`src/rtl/cpu_pkg.sv`:
```
// rtl/cpu_pkg.sv - shared state, opcode and vsel encodings for the cpu controller
package cpu_pkg;

  typedef enum logic [2:0] {
    S_WAIT,
    S_DECODE,
    S_WRITE_IMM,
    S_GET_A,
    S_GET_B,
    S_EXEC,
    S_WRITE_REG
  } state_t;

  typedef enum logic [2:0] {
    CLS_MOV_IMM,
    CLS_MOV_REG,
    CLS_ADD,
    CLS_CMP,
    CLS_AND,
    CLS_MVN,
    CLS_ILLEGAL
  } iclass_t;

  localparam logic [2:0] OPC_MOV = 3'b110;
  localparam logic [2:0] OPC_ALU = 3'b101;

  localparam logic [1:0] OP_MOV_REG = 2'b00;
  localparam logic [1:0] OP_MOV_IMM = 2'b10;
  localparam logic [1:0] OP_ADD     = 2'b00;
  localparam logic [1:0] OP_CMP     = 2'b01;
  localparam logic [1:0] OP_AND     = 2'b10;
  localparam logic [1:0] OP_MVN     = 2'b11;

  localparam logic [1:0] VSEL_MDATA  = 2'b00;
  localparam logic [1:0] VSEL_SXIMM8 = 2'b01;
  localparam logic [1:0] VSEL_PC     = 2'b10;
  localparam logic [1:0] VSEL_C      = 2'b11;

endpackage

```
`src/rtl/instr_decoder.sv`:
```
// rtl/instr_decoder.sv - field extraction, sign extension and class decode of the IR
module instr_decoder
  import cpu_pkg::*;
(
  input  logic [15:0] ir,
  output logic [2:0]  rn,
  output logic [2:0]  rd,
  output logic [2:0]  rm,
  output logic [1:0]  sh,
  output logic [1:0]  op,
  output logic [15:0] sximm8,
  output logic [15:0] sximm5,
  output iclass_t     cls
);

  logic [2:0] opcode;

  assign opcode = ir[15:13];
  assign op     = ir[12:11];
  assign rn     = ir[10:8];
  assign rd     = ir[7:5];
  assign sh     = ir[4:3];
  assign rm     = ir[2:0];
  assign sximm8 = {{8{ir[7]}}, ir[7:0]};
  assign sximm5 = {{11{ir[4]}}, ir[4:0]};

  always_comb begin
    cls = CLS_ILLEGAL;
    if (opcode == OPC_MOV) begin
      if (op == OP_MOV_IMM)      cls = CLS_MOV_IMM;
      else if (op == OP_MOV_REG) cls = CLS_MOV_REG;
    end else if (opcode == OPC_ALU) begin
      case (op)
        OP_ADD:  cls = CLS_ADD;
        OP_CMP:  cls = CLS_CMP;
        OP_AND:  cls = CLS_AND;
        default: cls = CLS_MVN;
      endcase
    end
  end

endmodule

```
`src/rtl/cpu_controller.sv`:
```
// rtl/cpu_controller.sv - multi-cycle Moore controller sequencing datapath strobes per instruction
module cpu_controller
  import cpu_pkg::*;
(
  input  logic        clk,
  input  logic        reset,
  input  logic        s,
  input  logic [15:0] in,
  output logic        w,
  output logic        illegal,
  output logic [2:0]  readnum,
  output logic [2:0]  writenum,
  output logic [1:0]  vsel,
  output logic        loada,
  output logic        loadb,
  output logic        loadc,
  output logic        loads,
  output logic        write,
  output logic        asel,
  output logic        bsel,
  output logic [1:0]  shift,
  output logic [1:0]  ALUop,
  output logic [15:0] sximm8,
  output logic [15:0] sximm5
);

  state_t     state, next_state;
  logic [15:0] ir;
  logic [2:0] rn, rd, rm;
  logic [1:0] sh, op;
  iclass_t    cls;

  instr_decoder u_dec (
    .ir     (ir),
    .rn     (rn),
    .rd     (rd),
    .rm     (rm),
    .sh     (sh),
    .op     (op),
    .sximm8 (sximm8),
    .sximm5 (sximm5),
    .cls    (cls)
  );

  // IR only loads on the edge that leaves WAIT, so it holds for the whole instruction
  always_ff @(posedge clk or posedge reset) begin
    if (reset) begin
      state <= S_WAIT;
      ir    <= '0;
    end else begin
      state <= next_state;
      if (state == S_WAIT && s) ir <= in;
    end
  end

  always_comb begin
    next_state = state;
    w        = 1'b0;
    illegal  = 1'b0;
    readnum  = '0;
    writenum = '0;
    vsel     = VSEL_MDATA;
    loada    = 1'b0;
    loadb    = 1'b0;
    loadc    = 1'b0;
    loads    = 1'b0;
    write    = 1'b0;
    asel     = 1'b0;
    bsel     = 1'b0;
    shift    = '0;
    ALUop    = '0;
    case (state)
      S_WAIT: begin
        w = 1'b1;
        if (s) next_state = S_DECODE;
      end
      S_DECODE: begin
        case (cls)
          CLS_MOV_IMM:                next_state = S_WRITE_IMM;
          CLS_ADD, CLS_CMP, CLS_AND:  next_state = S_GET_A;
          CLS_MOV_REG, CLS_MVN:       next_state = S_GET_B;
          default: begin
            illegal    = 1'b1;
            next_state = S_WAIT;
          end
        endcase
      end
      S_WRITE_IMM: begin
        vsel       = VSEL_SXIMM8;
        writenum   = rn;
        write      = 1'b1;
        next_state = S_WAIT;
      end
      S_GET_A: begin
        readnum    = rn;
        loada      = 1'b1;
        next_state = S_GET_B;
      end
      S_GET_B: begin
        readnum    = rm;
        loadb      = 1'b1;
        next_state = S_EXEC;
      end
      S_EXEC: begin
        // single-operand ops zero the A input so the ALU passes/inverts B
        shift      = sh;
        asel       = (cls == CLS_MOV_REG) || (cls == CLS_MVN);
        ALUop      = (cls == CLS_MOV_REG) ? 2'b00 : op;
        loadc      = (cls != CLS_CMP);
        loads      = (cls == CLS_CMP);
        next_state = (cls == CLS_CMP) ? S_WAIT : S_WRITE_REG;
      end
      S_WRITE_REG: begin
        vsel       = VSEL_C;
        writenum   = rd;
        write      = 1'b1;
        shift      = sh;
        next_state = S_WAIT;
      end
      default: next_state = S_WAIT;
    endcase
  end

endmodule

```
`config.mk`:
```
export PLATFORM = sky130hd
export DESIGN_NAME = cpu_controller
export DESIGN_NICKNAME = d
export VERILOG_FILES = /design/src/rtl/cpu_pkg.sv /design/src/rtl/instr_decoder.sv /design/src/rtl/cpu_controller.sv
export SDC_FILE = /design/constraint.sdc
export NUM_CORES = 1
export LEC_CHECK = 0
export ABC_AREA = 1
export BUFFER_PORTS_ARGS = -buffer_cell sky130_fd_sc_hd__buf_2
export CORE_ASPECT_RATIO = 1.2
export CORE_MARGIN = 10
export CORE_UTILIZATION = 42
export CTS_CLUSTER_SIZE = 28
export DETAILED_ROUTE_END_ITERATION = 12
export GPL_TIMING_DRIVEN = 0
export PLACE_DENSITY = 0.85
export RECOVER_POWER = 100
export SYNTH_ARGS = -nofsm -noshare
export SYNTH_HDL_FRONTEND = slang
export SYNTH_HIERARCHICAL = 1
export SYNTH_SLANG_ARGS = --single-unit
```
`constraint.sdc`:
```
create_clock -name clk -period 1.2 [get_ports clk]
set_input_delay 0 -clock clk [delete_from_list [all_inputs] [get_ports clk]]
set_output_delay 0 -clock clk [all_outputs]
set_load 0.02 [all_outputs]
```
# After elaboration in Yosys (flattened, before gate mapping)
# Index checks and enable logic that the tools add are counted.
# totals
reg_bits	19
word_cells	53
output_inout_bits	53
in_bits	19
# op_classes
n_mux	24
reduce_logical	10
n_eq_ne	17
# op_table
op	count
$eq A3 B3 Y1 const B	7
$mux W3	6
$pmux W3 S3	2
$pmux W3 S5	1
$eq A3 B2 Y1 const B	4
$pmux W3 S2	2
$mux W1	9
$eq A3 B1 Y1 const B	2
$logic_not A3 Y1	2
$mux W2	3
$reduce_or A2 Y1	3
$reduce_or A6 Y1	1
$pmux W2 S2	1
$ne A3 B2 Y1 const B	1
$reduce_or A3 Y1	1
$eq A2 B1 Y1 const B	1
$eq A2 B2 Y1 const B	1
$logic_not A2 Y1	1
$ne A2 B2 Y1 const B	1
$logic_and A1 B1 Y1	1
$logic_or A1 B1 Y1	1

# Logic depth before layout (Yosys ltp)
# Gate-level depths: netlist of the first run.
# logic_depth
depth_word	8
ltp_mapped	10
mapped_depth_nobuf	10

# Hierarchy
# Netlist of the first run, hierarchy kept.
# modules_own_cells
module	seq_area_each_um2	instances	cells_each	area_each_um2
cpu_controller	475.5	1	134	1068.5
instr_decoder	0.0	1	62	406.6

# Worst setup path after synthesis of the first run
# OpenSTA, ideal clock, no wires.
# synth_timing
kind	register to output
startpoint	reg ir[14]
endpoint	out illegal
path_stages_with_launch	7
t_arrival_ps	1492
required_time_ps	1200
path_slack_ps	-292
path_buffers	0
path_cell_list	dfrtp_1 nand2_1 nor2_2 nand2_1 nand2_1 inv_1 nor4_1
# synth_between
elab_chain_cells	7
word_cells_on_any_way	13
cone_classes	eq/ne: 7; mux: 4; reduce/logical: 2
# synth_lines
element	line	text
start, declared	cpu_controller.sv:28	logic [15:0] ir;
start signal, assigned	cpu_controller.sv:52	if (state == S_WAIT && s) ir <= in;
$eq A3 B3 Y1	instr_decoder.sv:32	end else if (opcode == OPC_ALU) begin
$mux W3	instr_decoder.sv:32	
$mux W3 *	instr_decoder.sv:29	if (opcode == OPC_MOV) begin
via cls[2]	cpu_controller.sv:31	iclass_t cls;
$eq A3 B3 Y1 (tied with other cells)	cpu_controller.sv:78	case (cls)
$reduce_or A6 Y1 (no source line) *	--	
$mux W1 *	cpu_controller.sv:78	
$mux W1 *	cpu_controller.sv:72	case (state)
end, declared	cpu_controller.sv:10	output logic illegal,
# The timed path passes the listed nets; every way through them passes the cells marked *.

# Final worst setup path of the first run
# layout_timing
startpoint	reg ir[13]
endpoint	out ALUop[1]
# layout_between
elab_chain_cells	6
word_cells_on_any_way	7
cone_classes	eq/ne: 3; mux: 4
# layout_lines
element	line	text
$eq A3 B3 Y1	instr_decoder.sv:32	
$mux W3	instr_decoder.sv:32	
$mux W3 *	instr_decoder.sv:29	
via cls[1]	cpu_controller.sv:31	
$eq A3 B1 Y1 *	cpu_controller.sv:108	ALUop = (cls == CLS_MOV_REG) ? 2'b00 : op;
$mux W2 *	cpu_controller.sv:108	
$mux W2 *	cpu_controller.sv:72	
end, declared	cpu_controller.sv:22	output logic [1:0] ALUop,
# Marked as above.

==> results of run 1 <==
-- synth_stat cells, types with 2 or more instances --
master and count:
nand2_1 50, buf_4 48, nand3_1 20, dfrtp_1 19, inv_1 14, nand2_2 11
nor2_1 7, nor2_2 3, o21ai_0 3, o21ai_1 3, a21boi_0 2, nor3b_1 2
-- registers in the layout (all words and copies together) (netlist names) --
name and count:
ir 16, state 3
-- cells by family after synthesis --
group                  after synthesis
AND/OR/NAND/NOR                     99
flip-flops                          19
AO/OA/AOI/OAI                       10
buffers and inverters               67
other                                1
-- power by group --
group | leakage (µW) | switching, µW | internal [µW] | total [µW]
Combinational | 0.00113 | 2800 | 2540 | 5340
Clock | 0.0000255 | 226 | 231 | 457
Sequential | 0.000232 | 470 | 949 | 1420
Total | 0.00139 | 3490 | 3720 | 7220
-- stage by stage --
step | worst slack [ps] | util, % | total power, µW | TNS, ps | cell area (µm²)
after floorplan | -93.5 | - | 4250 | -363 | 1510
after global placement | -216 | 56.5 | 5150 | -1620 | 1900
after detailed placement | -269 | 56.5 | 5240 | -2230 | 1900
after CTS | -358 | 71.4 | 6470 | -3470 | 2400
after global routing | -482 | 78.2 | 7610 | -9360 | 2630
final | -394 | 78.2 | 7220 | -7100 | 2630
-- layout make-up --
| type | instances | share of cell area [%] |
|---|---|---|
| Buffer | 49 | 14.2 |
| Clock buffer | 3 | 1.57 |
| Clock inverter | 1 | 0.190 |
| Inverter | 16 | 2.95 |
| Multi-Input combinational cell | 111 | 30.2 |
| Sequential cell | 19 | 18.3 |
| Tap cell | 37 | 1.76 |
| Timing Repair Buffer | 110 | 30.9 |
-- tightest hold or removal path: stages --
cell and delay (ps):
buf_2 110, nand3_4 70, nand2_2 50
-- cell usage in the layout (no fill, tap or decap), types with 2 or more instances in the layout --
cell type,instances
inv_1,8
a21boi_1,2
nor3b_2,2
dlygate4sd3_1,16
dfrtp_1,15
clkbuf_1,10
dfrtp_2,4
nand3_4,4
o21ai_2,6
buf_2,32
nand3_2,10
buf_6,20
inv_4,4
nor2_4,5
clkbuf_4,13
nand3_1,6
nand2_8,2
nand2_1,27
buf_4,56
clkbuf_2,10
nor2_1,5
nand2_2,32
nand2_4,3
inv_2,3
clkbuf_8,3
-- final timing paths --
path	to	start	slack [ps]	depth (start not counted)
max	ALUop[1]	ir[13]	-390	9
min	ir[11]	in[11]	4	3
max reg2reg	state[0]	ir[13]	-280	11
min reg2reg	ir[8]	ir[8]	490	2
max in group asynchronous	state[0]	reset	280	3
min in group asynchronous	ir[1]	reset	410	3
-- routing by layer --
metal  global-route usage (%)  vias to the layer above  routed length (µm)
li1                         -                      793                   -
met1                     14.0                      796                1920
met2                     27.6                       76                3260
met3                     3.03                       24                 338
met4                     7.13                        0                 290
met5                        0                        -                   0
-- repair_timing --
action | CTS | global route
pin swaps | 13 | 24
hold buffers | 16 | 0
gates resized for setup | 58 | 53
endpoints found under the hold margin | 34 | 0
setup endpoints to repair | 38 | 34
cloned | 0 | 1
setup buffers | 20 | 8
==> impl_metrics.env, run 1 <==
export IMPL_cts_tree="built"
export IMPL_power_density_mw_per_mm2=2740
export IMPL_cts_root_buf="clkbuf_8"
export IMPL_diodes=0
export IMPL_wirelength_um=5810
export IMPL_grt_use_total_pct=14.5
export IMPL_async_flop_share_pct=100
export IMPL_clock_latency_ps=260
export IMPL_boundaryPins=72
export IMPL_synth_cell_types=26
export IMPL_multi_input_area_um2=796
export IMPL_initial_core_util_pct=43.8
export IMPL_worst_ep_required_time_ps=1200
export IMPL_max_slew_margin_pct=50.6
export IMPL_ys_seq_elements=19
export IMPL_yosysWarnings=6
export IMPL_overflow=0
export IMPL_viasPerCell=4.88
export IMPL_hpwl_um=3140
export IMPL_slowest_stage="dfrtp_1"
export IMPL_rsz0062_at_grt="yes"
export IMPL_synth_fp_nets=215
export IMPL_first_global_vias=1570
export IMPL_fin_cells=346
export IMPL_max_cap_violations=0
export IMPL_maxSlewViolCount=0
export IMPL_synth_seq_area_share_pct=32.2
export IMPL_yosys_area_share_simple_pct=32.5
export IMPL_fin_crit_sh_pct=133
export IMPL_num_nets_final=329
export IMPL_fp_coreArea_mm2=0.00337
export IMPL_dr_first_iter_drc_count=75
export IMPL_numCtsBuffers=3
export IMPL_die_h_um=84.9
export IMPL_synth_compound_area_share_pct=3.90
export IMPL_hold_class="primary input to flip-flop"
export IMPL_crit_chain="buf_6 > nor2_4 > nand2_2 > nand2_4 > inv_4 > nand2_4 > nor2_4 > nor3b_2 > buf_4"
export IMPL_fillCellCount=226
export IMPL_core_rowCount=23
export IMPL_tightest_slew_ps=741
export IMPL_drive_above_1_share_pct=69.9
export IMPL_antenna_left=0
export IMPL_cts_sink_count=19
export IMPL_cp_max_fo=3
export IMPL_ys_top_cells_by_area="dfrtp_1 32%, buf_4 24%, nand2_1 13%"
export IMPL_synth_top_family_by_area="simple AND/OR/NAND/NOR gates"
export IMPL_outcome="finished with violations"
export IMPL_synthXorXnorAreaFrac_pct=0
export IMPL_worst_slack_ps=-394
export IMPL_finalSetupViolCount=37
export IMPL_crit_buf_inv=3
export IMPL_p_leak_uw=0.00139
export IMPL_crit_path_end_kind="output port"
export IMPL_h_tree_depth=1
export IMPL_grt_pass1_wl_um=7400
export IMPL_worstPathArrival_ps=1590
export IMPL_fmax_ghz=0.627
export IMPL_ir_drop_uv=1990
export IMPL_die_w_um=74.1
export IMPL_place_inst=302
export IMPL_clockBufferDepth=2
export IMPL_clk_pin_slew_worst_paths_ps=70
export IMPL_antenna_found_initial=0
export IMPL_synth_adder_area_share_pct=0
export IMPL_netlist_instances=196
export IMPL_synth_top_area_cell="dfrtp_1"
export IMPL_syn2layout_area_growth_pct=78.5
export IMPL_synthFlopType="dfrtp_1"
export IMPL_syn_area_mm2=0.00148
export IMPL_wl_per_cell_um=16.8
export IMPL_max_stage_delay_ps=410
export IMPL_grt_max_degree=20
export IMPL_setup_worst_path_class="flip-flop to output port"
export IMPL_dieArea_mm2=0.00629
export IMPL_drt_first_pass_iters=4
export IMPL_synth_edf_count=0
export IMPL_gp_congestion=0.819
export IMPL_hold_viol=0
export IMPL_vias=1689
export IMPL_violations="negative setup slack"
export IMPL_crit_family="simple AND/OR/NAND/NOR gates"
export IMPL_start_kind="flip-flop"
export IMPL_final_setup_skew_ps=1.27
export IMPL_finalCriticalPeriod_ps=1590
export IMPL_syn_area_per_cell_um2=7.53
export IMPL_drc_errors=0
export IMPL_seq_area_um2=480
export IMPL_synth_area_mux_share_pct=0
export IMPL_synth_top_cell_area_share_pct=32.2
export IMPL_whs_ps=3.92
export IMPL_portBuffers=69
Note: power is estimated with default switching activity, not from simulation.
==> inputs of run 2 (changes only) <==
==> constraint.sdc (replaced) <==
create_clock -name clk -period 1.2 [get_ports clk]
set_input_delay 0.24 -clock clk [delete_from_list [all_inputs] [get_ports clk]]
set_output_delay 0.24 -clock clk [all_outputs]
set_load 0.02 [all_outputs]
==> impl_metrics.env, run 2 (synthesis results as in run 1) <==
export IMPL_outcome="finished with violations"
export IMPL_violations="negative setup slack"
export IMPL_gp_congestion=0.804
export IMPL_grt_max_degree=20
export IMPL_rsz0062_at_grt="yes"
export IMPL_worst_ep_required_time_ps=960
export IMPL_drt_first_pass_iters=4
export IMPL_core_rowCount=23
export IMPL_die_h_um=84.9
export IMPL_antenna_left=0
export IMPL_first_global_vias=1908
export IMPL_fin_crit_sh_pct=168
export IMPL_hold_viol=0
export IMPL_final_setup_skew_ps=3.54
export IMPL_portBuffers=69
export IMPL_cts_tree="built"
export IMPL_start_kind="flip-flop"
export IMPL_whs_ps=88.4
export IMPL_h_tree_depth=1
export IMPL_wl_per_cell_um=23.4
export IMPL_diodes=0
export IMPL_dr_first_iter_drc_count=182
export IMPL_hold_class="primary input to asynchronous set/reset pin"
export IMPL_finalCriticalPeriod_ps=2010
export IMPL_finalSetupViolCount=68
export IMPL_fmax_ghz=0.496
export IMPL_power_density_mw_per_mm2=3100
export IMPL_crit_path_end_kind="output port"
export IMPL_place_inst=302
export IMPL_layout_common_cells="91 x buf_6, 48 x buf_4, 29 x nand2_2"
export IMPL_die_w_um=74.1
export IMPL_max_slew_margin_pct=50.1
export IMPL_hold_buffers=0
export IMPL_drc_errors=0
export IMPL_slowest_stage="dfrtp_1"
export IMPL_p_leak_uw=0.00163
export IMPL_final_common_cell="buf_6"
export IMPL_maxSlewViolCount=0
export IMPL_max_cap_violations=0
export IMPL_grt_pass1_wl_um=10100
export IMPL_fillCellCount=109
export IMPL_dieArea_mm2=0.00629
export IMPL_boundaryPins=72
export IMPL_totalNegativeSetupSlack_ps=-20610
export IMPL_crit_buf_inv=4
export IMPL_num_nets_final=333
export IMPL_initial_core_util_pct=43.8
export IMPL_ir_drop_uv=2550
export IMPL_max_stage_delay_ps=450
export IMPL_viasPerCell=5.34
export IMPL_numCtsBuffers=3
export IMPL_setup_worst_path_class="flip-flop to output port"
export IMPL_top_register="ir"
export IMPL_clockBufferDepth=2
export IMPL_largest_reg_flops=16
export IMPL_grt_use_total_pct=20.6
export IMPL_hpwl_um=3410
export IMPL_worstPathArrival_ps=1770
export IMPL_overflow=0
export IMPL_fin_cells=350
export IMPL_tightest_slew_ps=747
export IMPL_syn2layout_area_growth_pct=115
export IMPL_clk_pin_slew_worst_paths_ps=70
export IMPL_vias=1868
export IMPL_worst_slack_ps=-815
export IMPL_crit_chain="nand2_2 > nor2_4 > inv_2 > nand2_2 > nand2_4 > inv_4 > nand3_2 > nand4_1 > inv_2 > buf_4"
export IMPL_cp_max_fo=3
export IMPL_cts_sink_count=19
export IMPL_cts_root_buf="clkbuf_8"
export IMPL_fp_coreArea_mm2=0.00337
export IMPL_wirelength_um=8190
export IMPL_power_uw=9800
export IMPL_clock_latency_ps=270
export IMPL_reg_largest_list="ir x16, state x3"
export IMPL_antenna_found_initial=0
export IMPL_crit_family="simple AND/OR/NAND/NOR gates"
export IMPL_drive_above_1_share_pct=81.5
[run 2: metal layers]
| metal | vias to the layer above | global-route usage [%] | share of wire, % |
|---|---|---|---|
| li1 | 796 | - | - |
| met3 | 38 | 3.85 | 7.1 |
| met5 | - | 0 | 0 |
| met4 | 0 | 11.7 | 5.5 |
| met2 | 119 | 37.0 | 53 |
| met1 | 915 | 21.1 | 34 |
[run 2: stage by stage]
step	worst slack (ps)	area, µm²	utilization (%)
floorplan	-284	1650	-
global placement	-461	2040	60.6
detailed placement	-507	2040	60.6
CTS	-664	2880	85.5
global route	-875	3160	94.0
finish	-815	3160	94.0
[run 2: repair_timing]
action,CTS,global route
pin swaps,18,17
gates resized for setup,159,65
endpoints found under the setup margin,61,71
buffers inserted,28,22
cloned,2,0
[run 2: final cells by class]
| type | count | area [µm²] | area share, % |
|---|---|---|---|
| Clock inverter | 1 | 5.00 | 0.158 |
| Buffer | 46 | 453 | 14.3 |
| Sequential cell | 19 | 487 | 15.4 |
| Inverter | 16 | 90.1 | 2.85 |
| Tap cell | 37 | 46.3 | 1.46 |
| Clock buffer | 3 | 41.3 | 1.30 |
| Multi-Input combinational cell | 110 | 882 | 27.9 |
| Timing Repair Buffer | 118 | 1160 | 36.7 |
[run 2: worst paths after layout]
path,from,endpoint,slack (ps),cells after the start
worst max register to register,ir[14],state[1],-770,12
worst min register to register,ir[10],ir[10],550,2
worst max-delay path,ir[14],loadc,-810,10
worst min-delay path,reset,ir[12],90,2
max in group asynchronous,reset,ir[7],590,2
min in group clk,in[8],ir[8],210,3
[run 2: worst register-to-register path: cells and delay by family, from the launching register on]
family	cells	cell delay, ps
flip-flops	1	450
AND/OR/NAND/NOR	7	840
buffers and inverters	5	610
[run 2: power breakdown]
group	internal, µW	switching [µW]	total, µW
clock network	232	233	466
logic	4150	3680	7840
registers	965	529	1490
